$ cat src/rtl/jtag_host_pkg.sv
// Shared definitions for the JTAG host: command opcodes, FSM states and the
// Test-Logic-Reset walk length.
package jtag_host_pkg;

    typedef enum logic [1:0] {
        OP_TAP_RESET = 2'b00,
        OP_SHIFT_IR  = 2'b01,
        OP_SHIFT_DR  = 2'b10,
        OP_RUN_IDLE  = 2'b11
    } op_t;

    typedef enum logic [3:0] {
        RST_SEQ,
        IDLE,
        SEL_DR,
        SEL_IR,
        CAPTURE,
        SHIFT,
        EXIT1,
        UPDATE,
        RUN
    } state_t;

    localparam int TLR_CYCLES = 5;

    // TMS level for the cycle spent in state s.
    // rst_high is high for the first TLR_CYCLES cycles of RST_SEQ.
    function automatic logic state_tms(input state_t s, input logic rst_high,
                                       input logic shift_last);
        case (s)
            RST_SEQ:              return rst_high;
            SEL_DR, SEL_IR, EXIT1: return 1'b1;
            SHIFT:                return shift_last;
            default:              return 1'b0;
        endcase
    endfunction

endpackage

$ cat src/rtl/jtag_host_shreg.sv
// DATA_W shift register for the JTAG host: parallel load, LSB-first TDI bit,
// bit counter and optional TDO capture (enabled by JTAG_HOST_CAPTURE_EN).
module jtag_host_shreg
    import jtag_host_pkg::*;
#(
    parameter int DATA_W = 32,
    parameter int LEN_W  = $clog2(DATA_W)
) (
    input  logic              clk,
    input  logic              trst,
    input  logic              load,
    input  logic              shift,
    input  logic [DATA_W-1:0] load_data,
    input  logic [LEN_W-1:0]  load_len,
    input  logic              tdo,
    output logic [LEN_W-1:0]  len,
    output logic              last,
    output logic              next_tdi,
    output logic              next_last,
    output logic [DATA_W-1:0] cap_data
);

    logic [DATA_W-1:0] sr;
    logic [LEN_W-1:0]  bit_cnt;
    logic [LEN_W-1:0]  bit_cnt_inc;

    assign bit_cnt_inc = bit_cnt + LEN_W'(1);

    always_ff @(posedge clk) begin
        if (trst) begin
            sr      <= '0;
            len     <= '0;
            bit_cnt <= '0;
        end else if (load) begin
            sr      <= load_data;
            len     <= load_len;
            bit_cnt <= '0;
        end else if (shift) begin
            sr      <= {1'b0, sr[DATA_W-1:1]};
            bit_cnt <= bit_cnt_inc;
        end
    end

    // next_* describe the shift cycle that follows the current edge, so the
    // host can register tms/tdi one cycle ahead.
    assign last      = (bit_cnt == len);
    assign next_tdi  = shift ? sr[1] : sr[0];
    assign next_last = shift ? (bit_cnt_inc == len) : (len == '0);

`ifdef JTAG_HOST_CAPTURE_EN
    logic [DATA_W-1:0] cap;

    always_ff @(posedge clk) begin
        if (trst) begin
            cap <= '0;
        end else if (load) begin
            cap <= '0;
        end else if (shift) begin
            cap[bit_cnt] <= tdo;
        end
    end

    assign cap_data = cap;
`else
    logic unused_tdo;
    assign unused_tdo = tdo;
    assign cap_data   = '0;
`endif

endmodule

$ cat src/rtl/jtag_host.sv
// JTAG host: runs one TAP command at a time (reset walk, IR/DR shift, idle
// cycles) on tms/tdi with tck = clk. TDO capture gated by JTAG_HOST_CAPTURE_EN.
module jtag_host
    import jtag_host_pkg::*;
#(
    parameter int DATA_W = 32
) (
    input  logic                      clk,
    input  logic                      trst,
    input  logic                      cmd_valid,
    output logic                      cmd_ready,
    input  logic [1:0]                cmd_op,
    input  logic [$clog2(DATA_W)-1:0] cmd_len,
    input  logic [DATA_W-1:0]         cmd_data,
    output logic                      rsp_valid,
    output logic [DATA_W-1:0]         rsp_data,
    output logic                      tms,
    output logic                      tdi,
    input  logic                      tdo,
    output logic [3:0]                dbg_state
);

    localparam int LEN_W = $clog2(DATA_W);
    localparam int CNT_W = (LEN_W > 3) ? LEN_W : 3;

    state_t             state, state_n;
    logic [CNT_W-1:0]   cyc_cnt, cyc_n;
    op_t                op_q;
    logic               active;
    logic               load, shift_en, done;
    logic               tms_n, tdi_n;
    logic [LEN_W-1:0]   len;
    logic               last, next_tdi, next_last;

    // Handshake: a command is taken on the rising edge where cmd_valid && cmd_ready;
    // cmd_ready is high only in IDLE and nothing offered outside IDLE is remembered.
    assign cmd_ready = (state == IDLE);
    assign shift_en  = (state == SHIFT);
    assign dbg_state = state;

    jtag_host_shreg #(
        .DATA_W (DATA_W),
        .LEN_W  (LEN_W)
    ) u_shreg (
        .clk       (clk),
        .trst      (trst),
        .load      (load),
        .shift     (shift_en),
        .load_data (cmd_data),
        .load_len  (cmd_len),
        .tdo       (tdo),
        .len       (len),
        .last      (last),
        .next_tdi  (next_tdi),
        .next_last (next_last),
        .cap_data  (rsp_data)
    );

    always_comb begin
        state_n = state;
        cyc_n   = cyc_cnt;
        load    = 1'b0;
        case (state)
            RST_SEQ: begin
                if (cyc_cnt == CNT_W'(TLR_CYCLES)) state_n = IDLE;
                else                                 cyc_n   = cyc_cnt + CNT_W'(1);
            end
            IDLE: begin
                if (cmd_valid) begin
                    load  = 1'b1;
                    cyc_n = '0;
                    case (op_t'(cmd_op))
                        OP_TAP_RESET: state_n = RST_SEQ;
                        OP_RUN_IDLE:  state_n = RUN;
                        default:      state_n = SEL_DR;
                    endcase
                end
            end
            SEL_DR:  state_n = (op_q == OP_SHIFT_IR) ? SEL_IR : CAPTURE;
            SEL_IR:  state_n = CAPTURE;
            CAPTURE: state_n = SHIFT;
            SHIFT:   if (last) state_n = EXIT1;
            EXIT1:   state_n = UPDATE;
            UPDATE:  state_n = IDLE;
            RUN: begin
                if (cyc_cnt == CNT_W'(len)) state_n = IDLE;
                else                          cyc_n   = cyc_cnt + CNT_W'(1);
            end
            default: state_n = RST_SEQ;
        endcase

        // Pins are registered from the next state so they line up with it.
        tms_n = state_tms(state_n, cyc_n < CNT_W'(TLR_CYCLES), next_last);
        tdi_n = (state_n == SHIFT) && next_tdi;
        done  = (state != IDLE) && (state_n == IDLE) && active;
    end

    always_ff @(posedge clk) begin
        if (trst) begin
            state     <= RST_SEQ;
            cyc_cnt   <= '0;
            op_q      <= OP_TAP_RESET;
            active    <= 1'b0;
            tms       <= 1'b1;
            tdi       <= 1'b0;
            rsp_valid <= 1'b0;
        end else begin
            state     <= state_n;
            cyc_cnt   <= cyc_n;
            tms       <= tms_n;
            tdi       <= tdi_n;
            rsp_valid <= done;
            if (load) begin
                op_q   <= op_t'(cmd_op);
                active <= 1'b1;
            end else if (done) begin
                active <= 1'b0;
            end
        end
    end

endmodule

$ cat config.mk
export PLATFORM = sky130hd
export DESIGN_NAME = jtag_host
export DESIGN_NICKNAME = d
export VERILOG_FILES = /design/src/rtl/jtag_host_pkg.sv /design/src/rtl/jtag_host_shreg.sv /design/src/rtl/jtag_host.sv
export SDC_FILE = /design/constraint.sdc
export NUM_CORES = 1
export LEC_CHECK = 0
export ABC_AREA = 1
export BUFFER_PORTS_ARGS = -buffer_cell sky130_fd_sc_hd__buf_2
export CAP_MARGIN = 20
export CORE_MARGIN = 1.5
export CORE_UTILIZATION = 40
export CTS_CLUSTER_SIZE = 40
export DETAILED_ROUTE_END_ITERATION = 8
export GPL_ROUTABILITY_DRIVEN = 0
export GPL_TIMING_DRIVEN = 0
export PLACE_DENSITY = 0.69
export SETUP_SLACK_MARGIN = 0.02
export SKIP_CTS_REPAIR_TIMING = 1
export SLEW_MARGIN = 15
export SYNTH_ARGS = -nofsm -noshare
export SYNTH_HDL_FRONTEND = slang
export SYNTH_SLANG_ARGS = --single-unit
$ cat constraint.sdc
create_clock -name clk -period 1.5 [get_ports clk]
set_input_delay 0.15 -clock clk [delete_from_list [all_inputs] [get_ports clk]]
set_output_delay 0.15 -clock clk [all_outputs]
set_load 0.01 [all_outputs]
==> results.sh <==
export IMPL_violations="setup timing"
export IMPL_worstPathMaxFanout=5
export IMPL_initial_core_util=0.415
export IMPL_yosys_cell_count_top_type="nand2_1"
export IMPL_synth_seq_area_share=0.356
export IMPL_hold_depth=3
export IMPL_fp_coreArea_um2=7730
export IMPL_synth_edf_count=0
export IMPL_grt_pass1_vias=2732
export IMPL_clock_sinks=57
export IMPL_rsz0062_at_grt="yes"
export IMPL_worstSetupPathType="register to register"
export IMPL_grt_start_max_net_pins=12
export IMPL_grt_ovfl_total=0
export IMPL_cts_buffers=9
export IMPL_period_share=1.09
export IMPL_cts_root_buf="clkbuf_8"
export IMPL_area_growth_pct=34.9
export IMPL_grt_first_pass_wirelength_um=12400
export IMPL_layout_drive_gt1_share=0.370
export IMPL_cts_tree="yes"
export IMPL_hold_class="primary input to register"
export IMPL_cap_violations=0
export IMPL_r2r_cells=12
export IMPL_r2r_slack_ns=-0.13
export IMPL_synth_top_area_frac=0.356
export IMPL_antenna_cells=0
export IMPL_cts_clk_slew_worst_paths_ns=0.08
export IMPL_clk_latency_ns=0.35
export IMPL_crit_chain="buf_6 -> buf_12 -> nor3_4 -> nand2_2 -> o211ai_1 -> nor2_2 -> nand2_4 -> nand2_2 -> nand2_2 -> nand2_2 -> nor2_4 -> nand2_2"
export IMPL_port_buffers=48
export IMPL_final_cell_area_um2=4320
export IMPL_p_int_mw=2.75
export IMPL_fp_dieH_um=92.5
export IMPL_track_usage=0.183
export IMPL_synth_main_ff_cell="dfxtp_1"
export IMPL_drv_slew=0
export IMPL_worstMarginPinSlew_ns=0.531
export IMPL_antenna_found_initial=0
export IMPL_drtAntennaViolNets=0
export IMPL_synth_seq_cells=57
export IMPL_max_stage_delay_ns=0.32
export IMPL_synth_common_cells="149 x nand2_1, 57 x dfxtp_1, 35 x buf_4, 30 x a31oi_1, 26 x nor2_1"
export IMPL_core_rowCount=32
export IMPL_sw_frac_of_total=0.309
export IMPL_dr_pass1_iters=5
export IMPL_comb_power_share=0.228
export IMPL_finalSetupViolations=34
export IMPL_syn_mean_instance_area_um2=7.09
export IMPL_cellPowerDensity_nw_per_um2=919
export IMPL_htreeDepth=3
export IMPL_place_inst=633
export IMPL_drt_iter0_drc=158
export IMPL_drc_errors=0
export IMPL_wire_per_inst_um=11.8
export IMPL_seqPwrFrac=0.411
export IMPL_hpwl_um=5390
export IMPL_dieArea_um2=8560
export IMPL_p_clk_frac=0.361
export IMPL_ioPinCount=83
export IMPL_die_width_um=92.5
export IMPL_cp_start_kind="register"
export IMPL_critPathCaptureType="register"
export IMPL_viasPerCell=4.67
export IMPL_final_cells=673
export IMPL_cts_buffer_depth=2
export IMPL_cp_common_cell="nand2_2"
export IMPL_relSlewSlack=0.646
export IMPL_status="finished with violations"
export IMPL_hold_violations=0
export IMPL_synth_top_cell_by_area="dfxtp_1"
export IMPL_layout_min_cycle_time_ns=1.63
export IMPL_crit_required_ns=1.74
export IMPL_leakagePower_nw=1.88
export IMPL_placed_cell_area_um2=3710
export IMPL_hold_ws_ns=0.0522
export IMPL_fmax_mhz=612
export IMPL_async_flop_share=0
export IMPL_nets=613
export IMPL_finClkSkew_ns=0.0114
export IMPL_ys_types=37
export IMPL_syn_inst=452
export IMPL_vias=3145
export IMPL_critPathSlowestCell="dfxtp_2"
export IMPL_synth_area_um2=3210
export IMPL_switching_power_mw=1.23
export IMPL_ys_warnings_count=0
export IMPL_cp_data_arrival_time_ns=1.87
export IMPL_routed_wl_um=7930
export IMPL_peakVddDrop_v=0.000570
export IMPL_synth_area_top_cells="dfxtp_1 36%, nand2_1 17%, buf_4 8.2%"
export IMPL_setup_ws_ns=-0.133
[power groups by stage]
stage	Clock, mW	Sequential [mW]	Combinational (mW)
4_1_cts	1.47	1.63	0.743
2_1_floorplan	0	1.66	0.571
3_5_place_dp	0	1.67	0.740
5_1_grt	1.55	1.64	1.01
6_report	1.43	1.63	0.905
3_3_place_gp	0	1.67	0.731
[stage by stage]
step | setup TNS [ns] | setup WS (ns) | total power [mW] | util
6_report | -0.997 | -0.133 | 3.97 | 0.560
5_1_grt | -4.59 | -0.229 | 4.20 | 0.560
4_1_cts | -4.80 | -0.294 | 3.85 | 0.505
3_5_place_dp | -3.82 | -0.276 | 2.41 | 0.480
3_3_place_gp | -2.67 | -0.274 | 2.40 | 0.480
2_1_floorplan | -0.0340 | -0.0313 | 2.23 | -
[layout make-up]
| type | count | area [um2] |
|---|---|---|
| multi-input cells | 339 | 1830 |
| clock buffers | 9 | 124 |
| repair buffers | 72 | 460 |
| well taps | 102 | 128 |
| plain buffers | 50 | 387 |
| inverters | 37 | 149 |
| clock inverters | 7 | 70.1 |
| fillers | 741 | 3400 |
| flip-flops and latches | 57 | 1180 |
[state kept, by name, indices dropped and copies added (netlist names)]
name	cells
rsp_valid	1
dbg_state	4
u_shreg.bit_cnt	5
active	1
op_q	2
tms	1
u_shreg.sr	32
cyc_cnt	5
u_shreg.len	5
tdi	1
[worst max-delay path: cells and delay by family (launching register included)]
kind	cells	cell delay (ns)
simple gates	9	0.84
compound gates	1	0.12
buf+inv	2	0.24
flops	1	0.32
[final timing paths]
path                         start                          to
max          cyc_cnt[3]$_SDFF_PP0_              tms$_SDFF_PP1_
min reg2reg    active$_SDFFE_PP0P_        rsp_valid$_SDFF_PP0_
max reg2reg  cyc_cnt[3]$_SDFF_PP0_              tms$_SDFF_PP1_
min                    cmd_data[0]  u_shreg.sr[0]$_SDFFE_PP0P_
[per-layer routing]
layer,vias to the layer above,part of all wire,GRT usage
li1,1632,-,-
met1,1416,0.46,0.233
met2,91,0.48,0.292
met3,6,0.049,0.0525
met4,0,0.012,0.0641
met5,-,0,0
[logic make-up (layout without fill, tap and decap cells)]
family,Yosys count,in the layout,share of synthesized area
AOI/OAI and AO/OA,65,65,0.123
xor gates and xnor gates,11,11,0.0301
adders and majority gates,4,4,0.0156
buffers and inverters,87,175,0.148
DFF,57,57,0.356
muxes,1,1,0.00312
other,1,32,0.00117
and+or+nand+nor,226,226,0.323
[placed cells by master (no fill, tap or decap), drive strengths merged]
| master | count |
|---|---|
| nand2 | 158 |
| buf | 115 |
| dfxtp | 57 |
| nor2 | 38 |
| inv | 37 |
| conb | 32 |
| a31oi | 30 |
| a21oi | 16 |
| clkbuf | 16 |
| nand3 | 15 |
| o21ai | 14 |
| nand4 | 7 |
| xor2 | 6 |
| xnor2 | 5 |
| clkinv | 5 |
| o211ai | 4 |
| nor3 | 4 |
| ha | 4 |
| nor4 | 2 |
| a21boi | 1 |
| and2 | 1 |
| mux2i | 1 |
| nor3b | 1 |
| clkinvlp | 1 |
| bufinv | 1 |
Note: power is estimated with default switching activity, not from simulation.
